## config.mk

```make
export PLATFORM = sky130hd
export DESIGN_NAME = mem_stage
export DESIGN_NICKNAME = d
export VERILOG_FILES = /design/src/rtl/control_pkg.sv /design/src/rtl/load_align.sv /design/src/rtl/mem_stage.sv
export SDC_FILE = /design/constraint.sdc
export NUM_CORES = 1
export LEC_CHECK = 0
export CORE_AREA = 2 2 125 127
export DETAILED_ROUTE_END_ITERATION = 10
export DIE_AREA = 0 0 127 129
export HOLD_SLACK_MARGIN = 0.05
export PLACE_DENSITY = 0.77
export SLEW_MARGIN = 10
export SYNTH_ARGS = -nofsm -noshare
export SYNTH_HDL_FRONTEND = slang
export SYNTH_HIERARCHICAL = 1
export SYNTH_SLANG_ARGS = --single-unit
```

## constraint.sdc

```tcl
create_clock -name clk -period 3.8 [get_ports clk]
set_input_delay 0.57 -clock clk [delete_from_list [all_inputs] [get_ports clk]]
set_output_delay 0.57 -clock clk [all_outputs]
set_load 0.05 [all_outputs]
```

## src/rtl/control_pkg.sv

```systemverilog
// Shared control encodings for the pipeline: writeback sources, memory
// access sizes (funct3) and the memory-stage state machine.
package control_pkg;

  // Writeback source select
  localparam logic [1:0] WB_FROM_ALU = 2'd0;
  localparam logic [1:0] WB_FROM_MEM = 2'd1;
  localparam logic [1:0] WB_FROM_PC4 = 2'd2;

  // Load/store size, encoded exactly as the instruction funct3 field
  typedef enum logic [2:0] {
    MEM_B  = 3'b000,
    MEM_H  = 3'b001,
    MEM_W  = 3'b010,
    MEM_BU = 3'b100,
    MEM_HU = 3'b101
  } mem_size_e;

  // Data-memory handshake states
  typedef enum logic [1:0] {
    MS_IDLE,
    MS_REQ,
    MS_RSP
  } mem_state_e;

  // Natural alignment: bytes anywhere, halves on even, words on 4-byte boundaries
  function automatic logic is_aligned(input logic [2:0] size, input logic [1:0] addr);
    logic ok;
    case (size[1:0])
      2'b00:   ok = 1'b1;
      2'b01:   ok = ~addr[0];
      default: ok = (addr == 2'b00);
    endcase
    return ok;
  endfunction

endpackage

```

## src/rtl/load_align.sv

```systemverilog
// Moves the addressed byte/half of a raw memory word down to bit 0 and
// sign- or zero-extends it according to the load size.
module load_align
  import control_pkg::*;
(
  input  logic [31:0] rdata_i,
  input  logic [1:0]  addr_i,
  input  logic [2:0]  size_i,
  output logic [31:0] data_o
);

  logic [31:0] shifted;

  // Lane shift followed by width-dependent extension
  always_comb begin
    shifted = rdata_i >> {addr_i, 3'b000};
    data_o  = shifted;
    case (size_i)
      MEM_B:   data_o = {{24{shifted[7]}}, shifted[7:0]};
      MEM_H:   data_o = {{16{shifted[15]}}, shifted[15:0]};
      MEM_BU:  data_o = {24'd0, shifted[7:0]};
      MEM_HU:  data_o = {16'd0, shifted[15:0]};
      default: data_o = shifted;
    endcase
  end

endmodule

```

## src/rtl/mem_stage.sv

```systemverilog
// Memory-access pipeline stage with the MEM/WB register. Drives the data
// memory handshake, stalls upstream while an access is outstanding, and
// abandons an access with a fault if the response never arrives.
module mem_stage
  import control_pkg::*;
#(
  parameter int unsigned MAX_WAIT = 16
) (
  input  logic        clk,
  input  logic        rst_n,
  input  logic        ex_valid_i,
  input  logic [31:0] ex_alu_result_i,
  input  logic [31:0] ex_store_data_i,
  input  logic [31:0] ex_pc_plus_4_i,
  input  logic        ex_mem_read_i,
  input  logic        ex_mem_write_i,
  input  logic [2:0]  ex_mem_size_i,
  input  logic [1:0]  ex_wb_sel_i,
  input  logic [4:0]  ex_rd_i,
  input  logic        ex_regwrite_i,
  output logic        dmem_req_valid_o,
  input  logic        dmem_req_ready_i,
  output logic        dmem_req_we_o,
  output logic [31:0] dmem_req_addr_o,
  output logic [31:0] dmem_req_wdata_o,
  output logic [3:0]  dmem_req_be_o,
  input  logic        dmem_rsp_valid_i,
  input  logic [31:0] dmem_rsp_rdata_i,
  output logic        mem_stall_o,
  output logic [31:0] memwb_mem_data_o,
  output logic [31:0] memwb_alu_result_o,
  output logic [31:0] memwb_pc_plus_4_o,
  output logic [1:0]  memwb_wb_sel_o,
  output logic [4:0]  memwb_rd_o,
  output logic        memwb_regwrite_o,
  output logic        mem_fault_o
);

  localparam int CW = $clog2(MAX_WAIT + 1);
  localparam logic [CW-1:0] CNT_LAST = CW'(MAX_WAIT - 1);

  mem_state_e  state_q, state_d;
  logic [CW-1:0] cnt_q, cnt_d;

  logic        mem_op, aligned, access, misaligned, is_load;
  logic        req_valid, done, timeout, in_progress, stall;
  logic [31:0] load_data;

  logic [31:0] mem_data_q, mem_data_d;
  logic [31:0] alu_result_q, alu_result_d;
  logic [31:0] pc_plus_4_q, pc_plus_4_d;
  logic [1:0]  wb_sel_q, wb_sel_d;
  logic [4:0]  rd_q, rd_d;
  logic        regwrite_q, regwrite_d;
  logic        fault_q, fault_d;

  // A simultaneous read+write is a store, so a load is read without write
  assign mem_op     = ex_valid_i & (ex_mem_read_i | ex_mem_write_i);
  assign aligned    = is_aligned(ex_mem_size_i, ex_alu_result_i[1:0]);
  assign access     = mem_op & aligned;
  assign misaligned = (state_q == MS_IDLE) & mem_op & ~aligned;
  assign is_load    = ex_mem_read_i & ~ex_mem_write_i;

  load_align u_load_align (
    .rdata_i (dmem_rsp_rdata_i),
    .addr_i  (ex_alu_result_i[1:0]),
    .size_i  (ex_mem_size_i),
    .data_o  (load_data)
  );

  // Handshake sequencing and response timeout counter
  always_comb begin
    state_d   = state_q;
    cnt_d     = cnt_q;
    req_valid = 1'b0;
    done      = 1'b0;
    timeout   = 1'b0;
    unique case (state_q)
      MS_IDLE: begin
        if (access) begin
          req_valid = 1'b1;
          state_d   = dmem_req_ready_i ? MS_RSP : MS_REQ;
        end
      end
      MS_REQ: begin
        req_valid = 1'b1;
        if (dmem_req_ready_i) state_d = MS_RSP;
      end
      MS_RSP: begin
        if (dmem_rsp_valid_i) begin
          done    = 1'b1;
          state_d = MS_IDLE;
          cnt_d   = '0;
        end else if (cnt_q == CNT_LAST) begin
          timeout = 1'b1;
          state_d = MS_IDLE;
          cnt_d   = '0;
        end else begin
          cnt_d = cnt_q + 1'b1;
        end
      end
      default: state_d = MS_IDLE;
    endcase
  end

  assign in_progress = (state_q != MS_IDLE) | access;
  assign stall       = in_progress & ~done & ~timeout;

  // Request payload comes straight from EX/MEM, which upstream holds while stalled
  always_comb begin
    dmem_req_addr_o = {ex_alu_result_i[31:2], 2'b00};
    dmem_req_we_o   = ex_mem_write_i;
    unique case (ex_mem_size_i[1:0])
      2'b00: begin
        dmem_req_be_o    = 4'b0001 << ex_alu_result_i[1:0];
        dmem_req_wdata_o = {4{ex_store_data_i[7:0]}};
      end
      2'b01: begin
        dmem_req_be_o    = 4'b0011 << ex_alu_result_i[1:0];
        dmem_req_wdata_o = {2{ex_store_data_i[15:0]}};
      end
      default: begin
        dmem_req_be_o    = 4'b1111;
        dmem_req_wdata_o = ex_store_data_i;
      end
    endcase
  end

  assign dmem_req_valid_o = rst_n & req_valid;
  assign mem_stall_o      = rst_n & stall;

  // MEM/WB next value: a bubble while stalled, otherwise the EX/MEM slot
  always_comb begin
    mem_data_d   = '0;
    alu_result_d = '0;
    pc_plus_4_d  = '0;
    wb_sel_d     = WB_FROM_ALU;
    rd_d         = '0;
    regwrite_d   = 1'b0;
    fault_d      = 1'b0;
    if (!stall) begin
      alu_result_d = ex_alu_result_i;
      pc_plus_4_d  = ex_pc_plus_4_i;
      wb_sel_d     = ex_wb_sel_i;
      rd_d         = ex_rd_i;
      regwrite_d   = ex_valid_i & ex_regwrite_i & ~misaligned & ~timeout;
      fault_d      = misaligned | timeout;
      if (done && is_load) mem_data_d = load_data;
    end
  end

  // State, counter and MEM/WB registers
  always_ff @(posedge clk or negedge rst_n) begin
    if (!rst_n) begin
      state_q      <= MS_IDLE;
      cnt_q        <= '0;
      mem_data_q   <= '0;
      alu_result_q <= '0;
      pc_plus_4_q  <= '0;
      wb_sel_q     <= WB_FROM_ALU;
      rd_q         <= '0;
      regwrite_q   <= 1'b0;
      fault_q      <= 1'b0;
    end else begin
      state_q      <= state_d;
      cnt_q        <= cnt_d;
      mem_data_q   <= mem_data_d;
      alu_result_q <= alu_result_d;
      pc_plus_4_q  <= pc_plus_4_d;
      wb_sel_q     <= wb_sel_d;
      rd_q         <= rd_d;
      regwrite_q   <= regwrite_d;
      fault_q      <= fault_d;
    end
  end

  assign memwb_mem_data_o   = mem_data_q;
  assign memwb_alu_result_o = alu_result_q;
  assign memwb_pc_plus_4_o  = pc_plus_4_q;
  assign memwb_wb_sel_o     = wb_sel_q;
  assign memwb_rd_o         = rd_q;
  assign memwb_regwrite_o   = regwrite_q;
  assign mem_fault_o        = fault_q;

endmodule

```

==> metrics.cfg <==
[place]
dpl.hpwl_um=12650
gp_congestion=0.8627
port_buffers=319

[worst_setup_path]
critical_path_depth=5
r2r_start=cnt_q[0]
critPathTopFamily=compound AO/OA/AOI/OAI gates
r2r_slack_ps=1780
critPathMaxFanout=5
crit_start=ex_mem_size_i[1]
start_kind=primary input
crit_buf_inv=2
crit_path_frequent_cell=o21a_1
cp.required_ps=3230
slowest_stage=clkdlybuf4s50_1
reg2regPathDepth=5
critical_path_class=in2out
path_cells=clkdlybuf4s50_1 -> o21a_1 -> a2111oi_4 -> o21a_1 -> buf_12
critPathCapture=mem_stall_o
arrival_ps=2320
r2r-end=memwb_pc_plus_4_o[6]
critPathMaxStageDelay_ps=510
cp-end-kind=primary output

[clock_tree]
insertion_delay_ps=350
cts_tree=built
postCtsSetupBuffers=0
path_clk_slew_ps=80
hold_buffers=0
cts_sinks=112
htree_levels=3
cts_root_buffer=clkbuf_16
cts_buffers=9
max-clock-path-buffers=2
cts_resized=0

[sta]
hold_slack_ps=186.9
drv_slew=0
rsz0062_at_grt=false
timing.final.crit_period_ps=2892
skew_ps=11.59
setup_violations=0
setup-tns-final_ps=0
finalHoldViolCount=0
period_share_pct=76.10
fmax_mhz=345.8
slew-limit-headroom_pct=52.16
worst_slew_pin_slew_ps=717.6

[yosys]
synth_top_cell_by_area=dfrtp_1
synth_area_leaders=dfrtp_1, nor3b_1, buf_4
synth-seq-area-share_pct=52.71
yosysWarnings=6
synth.top_cell.area_share_pct=52.71
synthFlopType=dfrtp_1
async_flop_share_pct=100.0
synth_edf_count=0
netlist_area_um2=5318
ys_ff_latch=112
syn_area_per_cell_um2=11.10
syn_inst=479
ys_types=40

[power]
worst_ir_drop_vdd_v=0.0002131
p_leak_uw=0.003706
p_per_area_nw_per_um2=437.3

[layout]
layout_commonest_cell=clkdlybuf4s50_1
drive_gt1_share_pct=11.44
diodes=0
fin_nets=894
final_cell_mix=clkdlybuf4s50_1, dfrtp_1, nor3b_1
n_fill_cell=1236
syn2layout_area_growth_pct=61.93

[drt]
antenna_left=0
drt_iter0_markers=232
drtPass1Iterations=4
vias_per_cell=4.849
routedWlPerCell_um=17.25
vias=4558
drc_errors=0
drt_wl_total_um=16220

[die]
initial_core_util_pct=35.51
rows=45
dieArea_um2=16380
pin_count=322
die_y_um=129
coreArea_um2=14980
fp.dieW_um=127

[grt]
grt_pass1_vias=4712
grt_antenna_before_repair=0
track_usage_pct=19.29
grt_max_degree=72
gr-total-overflow=0
grt_pass1_wl_um=24850

[run]
max-cap-violations=0

[outcome]
status=finished clean

[hold_path]
worstHoldPathType=in2async

[worst register-to-register path, delay by kind of cell (launching register included)]
family	cells	cell delay [ps]
fa+ha+maj	1	250
simple gates	2	450
compound gates	1	180
flops	1	400
buf+inv	1	590
[synthesized netlist by cell type (2+ instances only)]
master	instances
dfrtp_1	112
nor3b_1	71
buf_4	49
and2_1	33
nand2_1	31
mux2i_1	29
nor2_1	21
o21ai_0	18
clkbuf_1	17
mux2_2	17
a211oi_1	14
a21oi_1	11
nor2b_1	10
buf_2	5
nand2b_1	5
o21a_1	4
inv_1	3
o21bai_1	3
buf_6	2
nand3b_1	2
nor3_1	2
o21ai_2	2
[metal layers]
layer | vias to the layer above | share of wire, % | global-route usage [%]
met5 | - | 0 | 0
li1 | 2130 | - | -
met2 | 244 | 52 | 34.19
met4 | 0 | 2.9 | 7.692
met1 | 2154 | 37 | 22.74
met3 | 30 | 8.0 | 4.491
[where the power goes]
group          internal (µW)  total, µW  switching, µW
logic                    530       1440            914
registers               1320       1380           59.9
clock network            480        939            458
[sequential cells by signal (all words and copies together) (netlist names)]
signal,flops
memwb_regwrite_o,1
memwb_pc_plus_4_o,32
mem_fault_o,1
memwb_mem_data_o,32
memwb_rd_o,5
state_q,2
memwb_wb_sel_o,2
cnt_q,5
memwb_alu_result_o,32
[final cells by class]
class	instances	area, µm²	area share (%)
Sequential cell	112	2803	32.55
Clock buffer	10	239.0	2.775
Multi-Input combinational cell	291	2048	23.79
Inverter	3	11.26	0.1308
Tap cell	188	235.2	2.732
Clock inverter	6	56.30	0.6539
Timing Repair Buffer	330	3218	37.37
[logic make-up (layout without fill, tap and decap cells)]
family | count (synthesis) | count (layout) | share of synthesized area, %
buf+inv | 77 | 349 | 9.294
flops | 112 | 112 | 52.71
fa+ha+maj | 1 | 1 | 0.2353
compound gates | 60 | 60 | 7.647
other cells | 1 | 2 | 0.07052
mux | 46 | 46 | 9.059
simple gates | 182 | 182 | 20.99
[how the worst min path moves through the flow]
stage,end,slack [ps],cells after the start
floorplan,cnt_q[0],270,0
global placement,cnt_q[4],460,1
detailed placement,cnt_q[4],490,1
CTS,memwb_mem_data_o[0],200,1
global route,memwb_mem_data_o[0],220,1
finish,memwb_mem_data_o[0],190,1
[per-stage QoR]
stage                     worst slack (ps)  instance area [µm²]  instances  utilization (%)  total power, µW
final                                908.4                 8611        940            57.49             3765
after global routing                 839.5                 8611        940            57.49             3930
after CTS                            906.6                 8611        940            57.49             3811
after detailed placement             930.4                 8315        924            55.52             2859
after global placement               898.9                 8315        924            55.52             2837
after floorplan                       1029                 5321        480                -             2296
No activity file was read; power rests on OpenSTA's default activity.
